===== src/rtl/module_control_multiciclo.sv =====
// ---------------------------------------------------------------------------
// module_control_multiciclo
// Multicycle RV32I control unit. A Moore FSM steps each instruction through
// fetch, decode and execute phases. It drives the datapath muxes, the write
// enables and the ALU operation, and it uses the ALU zero flag for branches.
//
// Parameters
//   SUPPORT_BNE   1: bne is decoded as a branch; 0: bne is flagged illegal
// Ports
//   clk_i          in   clock, rising edge
//   rst_n_i        in   asynchronous active-low reset
//   instr_i        in   [31:0] instruction register contents
//   zero_i         in   ALU zero flag
//   pc_write_o     out  PC load enable
//   adr_src_o      out  memory address select (0 PC, 1 ALUOut)
//   mem_write_o    out  data memory write enable
//   ir_write_o     out  IR / oldPC load enable
//   result_src_o   out  [1:0] result mux (00 ALUOut, 01 data reg, 10 ALU)
//   alu_src_a_o    out  [1:0] ALU A select (00 PC, 01 oldPC, 10 rs1)
//   alu_src_b_o    out  [1:0] ALU B select (00 rs2, 01 imm, 10 const 4)
//   imm_src_o      out  [1:0] immediate format (00 I, 01 S, 10 B, 11 J)
//   reg_write_o    out  register file write enable
//   alu_control_o  out  [2:0] ALU operation
//   illegal_o      out  pulse in DECODE on an unsupported encoding
// ---------------------------------------------------------------------------
module module_control_multiciclo #(
    parameter int SUPPORT_BNE = 1
) (
    input  logic        clk_i,
    input  logic        rst_n_i,
    input  logic [31:0] instr_i,
    input  logic        zero_i,
    output logic        pc_write_o,
    output logic        adr_src_o,
    output logic        mem_write_o,
    output logic        ir_write_o,
    output logic [1:0]  result_src_o,
    output logic [1:0]  alu_src_a_o,
    output logic [1:0]  alu_src_b_o,
    output logic [1:0]  imm_src_o,
    output logic        reg_write_o,
    output logic [2:0]  alu_control_o,
    output logic        illegal_o
);

    localparam logic [6:0] OP_LOAD   = 7'b0000011;
    localparam logic [6:0] OP_STORE  = 7'b0100011;
    localparam logic [6:0] OP_R      = 7'b0110011;
    localparam logic [6:0] OP_I      = 7'b0010011;
    localparam logic [6:0] OP_BRANCH = 7'b1100011;
    localparam logic [6:0] OP_JAL    = 7'b1101111;

    localparam logic [2:0] ALU_ADD = 3'b000;
    localparam logic [2:0] ALU_SUB = 3'b001;
    localparam logic [2:0] ALU_AND = 3'b010;
    localparam logic [2:0] ALU_OR  = 3'b011;
    localparam logic [2:0] ALU_XOR = 3'b100;
    localparam logic [2:0] ALU_SLT = 3'b101;
    localparam logic [2:0] ALU_SLL = 3'b110;
    localparam logic [2:0] ALU_SRL = 3'b111;

    typedef enum logic [3:0] {
        S_FETCH    = 4'd0,
        S_DECODE   = 4'd1,
        S_MEMADR   = 4'd2,
        S_MEMREAD  = 4'd3,
        S_MEMWB    = 4'd4,
        S_MEMWRITE = 4'd5,
        S_EXECUTER = 4'd6,
        S_EXECUTEI = 4'd7,
        S_ALUWB    = 4'd8,
        S_BRANCH   = 4'd9,
        S_JAL      = 4'd10
    } state_t;

    state_t      state_r;
    state_t      next_s;
    logic        pc_write_s;
    logic        mem_write_s;
    logic        ir_write_s;
    logic        reg_write_s;
    logic        illegal_s;
    logic        r_legal_s;
    logic        i_legal_s;
    logic        br_legal_s;

    logic [6:0]  opcode_s;
    logic [2:0]  funct3_s;
    logic [6:0]  funct7_s;
    logic        unused_bits_s;

    assign opcode_s      = instr_i[6:0];
    assign funct3_s      = instr_i[14:12];
    assign funct7_s      = instr_i[31:25];
    assign unused_bits_s = ^{instr_i[24:15], instr_i[11:7]};

    // funct3 to ALU operation; 011 (sltu) never reaches execute
    function automatic logic [2:0] alu_from_funct3(input logic [2:0] f3);
        case (f3)
            3'b000:  alu_from_funct3 = ALU_ADD;
            3'b001:  alu_from_funct3 = ALU_SLL;
            3'b010:  alu_from_funct3 = ALU_SLT;
            3'b100:  alu_from_funct3 = ALU_XOR;
            3'b101:  alu_from_funct3 = ALU_SRL;
            3'b110:  alu_from_funct3 = ALU_OR;
            3'b111:  alu_from_funct3 = ALU_AND;
            default: alu_from_funct3 = ALU_ADD;
        endcase
    endfunction

    // Legality: R allows funct7=0 or sub only; I shifts need funct7=0; no sra/sltu
    assign r_legal_s  = (funct3_s != 3'b011) &&
                        ((funct7_s == 7'b0000000) ||
                         ((funct7_s == 7'b0100000) && (funct3_s == 3'b000)));
    assign i_legal_s  = (funct3_s != 3'b011) &&
                        (((funct3_s != 3'b001) && (funct3_s != 3'b101)) ||
                         (funct7_s == 7'b0000000));
    assign br_legal_s = (funct3_s == 3'b000) ||
                        ((funct3_s == 3'b001) && (SUPPORT_BNE != 0));

    // State register; reset returns to FETCH immediately
    always_ff @(posedge clk_i or negedge rst_n_i) begin
        if (!rst_n_i) begin
            state_r <= S_FETCH;
        end else begin
            state_r <= next_s;
        end
    end

    // Next-state and Moore output decode
    always_comb begin
        next_s        = S_FETCH;
        pc_write_s    = 1'b0;
        adr_src_o     = 1'b0;
        mem_write_s   = 1'b0;
        ir_write_s    = 1'b0;
        result_src_o  = 2'b00;
        alu_src_a_o   = 2'b00;
        alu_src_b_o   = 2'b00;
        reg_write_s   = 1'b0;
        alu_control_o = ALU_ADD;
        illegal_s     = 1'b0;
        case (state_r)
            S_FETCH: begin
                ir_write_s   = 1'b1;
                pc_write_s   = 1'b1;
                alu_src_b_o  = 2'b10;
                result_src_o = 2'b10;
                next_s       = S_DECODE;
            end
            S_DECODE: begin
                // oldPC + imm lands in ALUOut as branch/jal target
                alu_src_a_o = 2'b01;
                alu_src_b_o = 2'b01;
                case (opcode_s)
                    // only word-sized memory accesses are supported
                    OP_LOAD, OP_STORE: begin
                        if (funct3_s == 3'b010) next_s = S_MEMADR;
                        else                    illegal_s = 1'b1;
                    end
                    OP_R: begin
                        if (r_legal_s) next_s = S_EXECUTER;
                        else           illegal_s = 1'b1;
                    end
                    OP_I: begin
                        if (i_legal_s) next_s = S_EXECUTEI;
                        else           illegal_s = 1'b1;
                    end
                    OP_BRANCH: begin
                        if (br_legal_s) next_s = S_BRANCH;
                        else            illegal_s = 1'b1;
                    end
                    OP_JAL:  next_s    = S_JAL;
                    default: illegal_s = 1'b1;
                endcase
            end
            S_MEMADR: begin
                alu_src_a_o = 2'b10;
                alu_src_b_o = 2'b01;
                if (opcode_s == OP_LOAD) next_s = S_MEMREAD;
                else                     next_s = S_MEMWRITE;
            end
            S_MEMREAD: begin
                adr_src_o = 1'b1;
                next_s    = S_MEMWB;
            end
            S_MEMWB: begin
                result_src_o = 2'b01;
                reg_write_s  = 1'b1;
            end
            S_MEMWRITE: begin
                adr_src_o   = 1'b1;
                mem_write_s = 1'b1;
            end
            S_EXECUTER: begin
                alu_src_a_o = 2'b10;
                if ((funct7_s == 7'b0100000) && (funct3_s == 3'b000)) alu_control_o = ALU_SUB;
                else alu_control_o = alu_from_funct3(funct3_s);
                next_s = S_ALUWB;
            end
            S_EXECUTEI: begin
                alu_src_a_o   = 2'b10;
                alu_src_b_o   = 2'b01;
                alu_control_o = alu_from_funct3(funct3_s);
                next_s        = S_ALUWB;
            end
            S_ALUWB: begin
                reg_write_s = 1'b1;
            end
            S_BRANCH: begin
                alu_src_a_o   = 2'b10;
                alu_control_o = ALU_SUB;
                // funct3[0] set means bne
                pc_write_s    = funct3_s[0] ? ~zero_i : zero_i;
            end
            S_JAL: begin
                alu_src_a_o = 2'b01;
                alu_src_b_o = 2'b10;
                pc_write_s  = 1'b1;
                next_s      = S_ALUWB;
            end
            default: next_s = S_FETCH;
        endcase
    end

    // Immediate format follows the opcode in every state
    always_comb begin
        case (opcode_s)
            OP_STORE:  imm_src_o = 2'b01;
            OP_BRANCH: imm_src_o = 2'b10;
            OP_JAL:    imm_src_o = 2'b11;
            default:   imm_src_o = 2'b00;
        endcase
    end

    // Enables are forced low while reset is asserted, even though FETCH raises them
    assign pc_write_o  = pc_write_s  & rst_n_i;
    assign mem_write_o = mem_write_s & rst_n_i;
    assign ir_write_o  = ir_write_s  & rst_n_i;
    assign reg_write_o = reg_write_s & rst_n_i;
    assign illegal_o   = illegal_s   & rst_n_i;

endmodule

===== config.mk =====
export PLATFORM = sky130hd
export DESIGN_NAME = module_control_multiciclo
export DESIGN_NICKNAME = d
export VERILOG_FILES = /design/src/rtl/module_control_multiciclo.sv
export SDC_FILE = /design/constraint.sdc
export NUM_CORES = 1
export LEC_CHECK = 0
export ABC_AREA = 1
export ABC_CLOCK_PERIOD_IN_PS = 1300
export BUFFER_PORTS_ARGS = -buffer_cell sky130_fd_sc_hd__buf_4
export CAP_MARGIN = 0
export CELL_PAD_IN_SITES_DETAIL_PLACEMENT = 2
export CELL_PAD_IN_SITES_GLOBAL_PLACEMENT = 2
export CORE_MARGIN = 2
export CORE_UTILIZATION = 15
export DETAILED_ROUTE_END_ITERATION = 16
export PLACE_DENSITY_LB_ADDON = 0.1
export SYNTH_ARGS = -nofsm -noshare
export SYNTH_HDL_FRONTEND = slang
export SYNTH_SLANG_ARGS = --single-unit

===== constraint.sdc =====
create_clock -name clk_i -period 1.3 [get_ports clk_i]
set_clock_uncertainty 0.1 [all_clocks]
set_input_delay 0.325 -clock clk_i [delete_from_list [all_inputs] [get_ports clk_i]]
set_output_delay 0.325 -clock clk_i [all_outputs]
set_load 0.02 [all_outputs]

# Word-level counts from Yosys, hierarchy flattened

Index checks and enable logic that the tools add are counted.

Bits in registers: 4
Output and inout port bits: 17
Bits of input ports: 35
Word-level logic and storage cells: 77

Eq/ne operators: 26
Multiplexer cells: 26
Reduce and logical (&&, ||, !) cells: 18
Bitwise logic cells: 6

Operator list:

| operator           | count |
|---|---|
| $pmux 4 s5         | 2 |
| $eq 7x6->1 const B | 3 |
| $pmux 3 s6         | 1 |
| $eq 4x3->1 const B | 4 |
| $eq 7x7->1 const B | 2 |
| $eq 3x3->1 const B | 4 |
| $eq 4x4->1 const B | 3 |
| $mux 3             | 4 |
| $pmux 2 s2         | 3 |
| $mux 1             | 10 |
| $reduce_or 2->1    | 5 |
| $pmux 3 s3         | 1 |
| $eq 4x2->1 const B | 2 |
| $eq 7x2->1 const B | 1 |
| $eq 7x5->1 const B | 1 |
| $logic_not 7->1    | 1 |
| $pmux 2 s3         | 1 |
| $reduce_or 3->1    | 2 |
| $and 1x1->1        | 5 |
| $pmux 1 s5         | 1 |
| $eq 4x1->1 const B | 1 |
| $logic_and 1x1->1  | 4 |
| $logic_not 4->1    | 1 |
| $mux 4             | 1 |
| other kinds (11)   | 13 |

# Longest topological paths before layout

Depth after elaboration: 8
Depth in mapped cells: 9
Mapped depth without buffers: 9

# Worst setup path after synthesis

OpenSTA, ideal clock, no wires.

Path kind: register to output
Start: reg state_r[3]
End: out alu_src_b_o[0]
Setup slack: -618 ps
Path buffers: 0
Cell stages (with the launch flop): 4
Arrival time: 1493 ps
Required time: 875 ps
Cells stage by stage: dfrtp_1 nor2_1 inv_1 o311ai_0

Longest elaborated chain between the ends: 3
Elaborated cells on any way between the ends: 8
Those cells by class: eq/ne (4); mux (1); reduce/logical (3)

RTL lines:

| element                                                             | RTL line | source |
|---|---|---|
| from (decl)                                                         | 76       | `state_t state_r;` |
| from (signal assigned)                                              | 126      | `state_r <= next_s;` |
| $eq 4x3->1, or another cell as far along                            | 143      | `case (state_r)` |
| $reduce_or 3->1 (no line) / $reduce_or 2->1 (equally long branches) | -        |  |
| $pmux 2 s2 *                                                        | 143      |  |
| to (decl)                                                           | 39       | `output logic [1:0] alu_src_b_o,` |

Mark *: on every way between the ends. The rest lies on a longest branch, timed or not.

# Worst setup path after layout

Start: reg state_r[0]
End: out alu_src_b_o[0]

Same word-level chain as after synthesis.

==> results.rst <==
.. list-table::
   :header-rows: 1

   * - Metric
     - Value
   * - IO Pins
     - 52
   * - Worst slew margin relative to its limit
     - 83.40%
   * - Clock network latency to the later pin of the worst-skew pair
     - 0.22 ns
   * - Initial antenna violation count
     - 0
   * - Remaining Overflow, GRT
     - 0
   * - Flop pwr share
     - 15.8%
   * - Post-synth net total
     - 162
   * - Startpoint class of the critical path
     - flip-flop
   * - Port buffer count
     - 36
   * - Top cells by area in the synthesized netlist
     - sky130_fd_sc_hd__nand2_1 20%, sky130_fd_sc_hd__dfrtp_1 15%, sky130_fd_sc_hd__inv_1 12%
   * - PD cells
     - 512.7 nW/um^2
   * - Data arrival time at the worst-slack endpoint
     - 1.36 ns
   * - Post-layout min period
     - 1.784 ns
   * - Average footprint of a synthesized cell
     - 5.241 um^2
   * - Switching share of total power
     - 35.46%
   * - Pin count of the biggest net entering global routing
     - 7
   * - Cell count after placement
     - 262
   * - LEAKAGE
     - 0.9552 nW
   * - Nets
     - 258
   * - Initial Utilization
     - 15.39%
   * - Type of the most critical hold path
     - primary input to async pin
   * - Flip-flop count of the largest register after layout
     - 4
   * - Final HPWL from detailed placement
     - 3025 um
   * - Number of buffers created by CTS
     - 3
   * - Clk sinks
     - 4
   * - Share of total power in combinational logic
     - 53.0%
   * - Antenna diode instance count
     - 0
   * - Final ANT Viol Nets
     - 0
   * - TritonCTS clock tree
     - done
   * - DR pass1 iterations
     - 4
   * - Area inside the core boundary
     - 4324 um^2
   * - Area share of the largest cell type after synthesis
     - 19.74%
   * - Required time of the worst setup path
     - 0.88 ns
   * - Clock tree buffer depth
     - 2
   * - Die area
     - 4986 um^2
   * - Count of cell types in the netlist
     - 19
   * - Count of unresolved DRC violations after routing
     - 0
   * - CTS HTree Levels
     - 1
   * - Largest fanout on the critical path
     - 4
   * - Worst setup slack before clock tree synthesis
     - -0.5566 ns
   * - Die span in x
     - 70.62 um
   * - Share of the clock period used by the worst path
     - 137.2%
   * - # Max-Cap Violations
     - 0
   * - Leading post-synthesis cells by instance count
     - 35 x sky130_fd_sc_hd__nand2_1, 22 x sky130_fd_sc_hd__inv_1, 21 x sky130_fd_sc_hd__nor2_1
   * - Last weighted congestion value of the routability-driven placer
     - 0.7637
   * - Vias after detailed routing
     - 1172
   * - Clock network fraction of design power
     - 31.2%
   * - Layout Cells excl Fill
     - 274
   * - Area Growth Syn to Fin
     - 165.8%
   * - Capturing element type of the critical path
     - output pin
   * - Slew Limit Fails
     - 0
   * - Setup repair after global routing missed its margin
     - true
   * - Detailed router's first-iteration violation count
     - 19
   * - Flop and latch count out of synthesis
     - 4
   * - Wire length of the first global-routing pass
     - 6292 um
   * - Most used flip-flop cell after synthesis
     - sky130_fd_sc_hd__dfrtp_1
   * - Aggregate global-route resource usage
     - 15.64%
   * - Post-synthesis sequential area ratio
     - 15.04%
   * - Path type of the worst setup path
     - flip-flop to output pin
   * - Result of the run
     - finished with violations
   * - Async set-reset flop share out of synthesis
     - 100.0%
   * - Count of standard-cell rows
     - 24
   * - Smallest setup slack after layout
     - -0.4838 ns
   * - Number of synthesized flops with an enable pin
     - 0
   * - Sw Pwr
     - 0.3217 mW
   * - Library cell with the largest summed area after synthesis
     - sky130_fd_sc_hd__nand2_1
   * - Register name with the most flops
     - state_r
   * - Via count of the first global-routing pass
     - 1395
   * - Internal power
     - 0.5855 mW
   * - Reg clk slew, reported paths
     - 0.04 ns
   * - Total wire length
     - 3715 um
   * - Worst-Margin Slew
     - 0.2484 ns
   * - Biggest regs
     - state_r (4)
   * - Warnings, synthesis
     - 0
   * - Die boundary height
     - 70.62 um
   * - Cell with the most instances after synthesis
     - sky130_fd_sc_hd__nand2_1
   * - Maximum VDD drop
     - 0.2720 mV
   * - Maximum operating frequency
     - 0.5606 GHz
   * - Root buffer selected by CTS
     - sky130_fd_sc_hd__clkbuf_8
   * - Share of final-layout standard cells stronger than drive strength 1
     - 72.52%
   * - Violations in the final reports
     - negative setup slack
   * - Final setup violation count
     - 20
   * - Via-per-instance ratio
     - 4.277
   * - Cell area after synthesis
     - 665.6 um^2
   * - Average routed wire per standard cell
     - 13.56 um
   * - Number of instances in the synthesized netlist
     - 127
   * - Final Hold Vio Count
     - 0
through the flow:
step / total power [mW] / hold slack [ns] / TNS [ns] / utilization (%) / area [um^2]
after CTS: 0.8959 / 0.4925 / -7.102 / 39.24 / 1697
after global routing: 0.9635 / 0.5116 / -8.227 / 40.91 / 1769
final: 0.9072 / 0.4938 / -6.735 / 40.91 / 1769
after global placement: 0.5344 / 0.1440 / -5.136 / 33.51 / 1449
after floorplan: 0.3141 / -0.07059 / -1.757 / - / 760.7
after detailed placement: 0.5503 / 0.1458 / -6.214 / 33.51 / 1449
final cells by class:
type                       instances  area, um^2
timing repair buffer              91       753.2
tap                               52       65.06
inverter                          26       107.6
multi-input combinational         97       694.4
clock buffer                       4       45.04
sequential                         4       103.9
fill                             503        2555
cell families (layout without fill, tap and decap cells):
family          count (synthesis)  count (layout)  synth area share, %
buf+inv                        26             121                14.66
compound gates                 16              16                13.72
simple gates                   81              81                56.58
flops                           4               4                15.04
critical path: stages (launching register included):
cell and delay, ns:
sky130_fd_sc_hd__dfrtp_2 0.43, sky130_fd_sc_hd__inv_2 0.08, sky130_fd_sc_hd__nor2_4 0.12, sky130_fd_sc_hd__inv_4 0.06, sky130_fd_sc_hd__nor2_4 0.11, sky130_fd_sc_hd__inv_1 0.10
sky130_fd_sc_hd__o311ai_4 0.08, sky130_fd_sc_hd__buf_6 0.16
layout by cell type, fill, tap and decap left out, types with 2 or more instances in the layout:
| cell type | count |
|---|---|
| sky130_fd_sc_hd__inv_2 | 10 |
| sky130_fd_sc_hd__nand2_2 | 9 |
| sky130_fd_sc_hd__nor2_2 | 9 |
| sky130_fd_sc_hd__nand4_1 | 4 |
| sky130_fd_sc_hd__a21oi_2 | 3 |
| sky130_fd_sc_hd__nand3_1 | 7 |
| sky130_fd_sc_hd__inv_4 | 4 |
| sky130_fd_sc_hd__a31oi_2 | 2 |
| sky130_fd_sc_hd__nand3_2 | 3 |
| sky130_fd_sc_hd__buf_4 | 73 |
| sky130_fd_sc_hd__dfrtp_2 | 3 |
| sky130_fd_sc_hd__o21ai_0 | 2 |
| sky130_fd_sc_hd__o21ai_1 | 2 |
| sky130_fd_sc_hd__clkbuf_8 | 3 |
| sky130_fd_sc_hd__nand2_4 | 6 |
| sky130_fd_sc_hd__nor2_1 | 8 |
| sky130_fd_sc_hd__a211oi_2 | 2 |
| sky130_fd_sc_hd__o21ai_2 | 2 |
| sky130_fd_sc_hd__nand2_1 | 23 |
| sky130_fd_sc_hd__nor2_4 | 9 |
| sky130_fd_sc_hd__buf_6 | 16 |
| sky130_fd_sc_hd__inv_1 | 12 |
layer usage:
metal | GRT usage [%] | wire length (um)
met4 | 2.516 | 0
met1 | 16.78 | 1437
met2 | 32.91 | 2167
met3 | 1.425 | 110
met5 | 0 | 0
repair_timing:
item / CTS / global route
setup buffers: 8 / 4
setup endpoints to repair: 20 / 21
hold buffers: 1 / 0
pin swaps: 17 / 10
endpoints found under the hold margin: 4 / 0
gates resized for setup: 49 / 22
power groups by stage:
| stage | Clock [mW] | Combinational [mW] | Sequential, mW |
|---|---|---|---|
| finish | 0.283 | 0.481 | 0.143 |
| global route | 0.299 | 0.520 | 0.144 |
| CTS | 0.289 | 0.465 | 0.142 |
| detailed placement | 0 | 0.408 | 0.142 |
| global placement | 0 | 0.392 | 0.142 |
| floorplan | 0 | 0.172 | 0.142 |
worst paths after layout:
check	start	end	slack, ns	cells past startpoint
worst min-delay path	rst_n_i	state_r[1]	0.49	3
worst max register to register	state_r[0]	state_r[0]	-0.06	9
worst min register to register	state_r[0]	state_r[0]	0.58	2
worst max-delay path	state_r[0]	alu_src_b_o[0]	-0.48	7
max in group asynchronous	rst_n_i	state_r[3]	0.49	3
min in group clk_i	instr_i[4]	state_r[2]	0.51	6
Note: power is estimated with default switching activity, not from simulation.
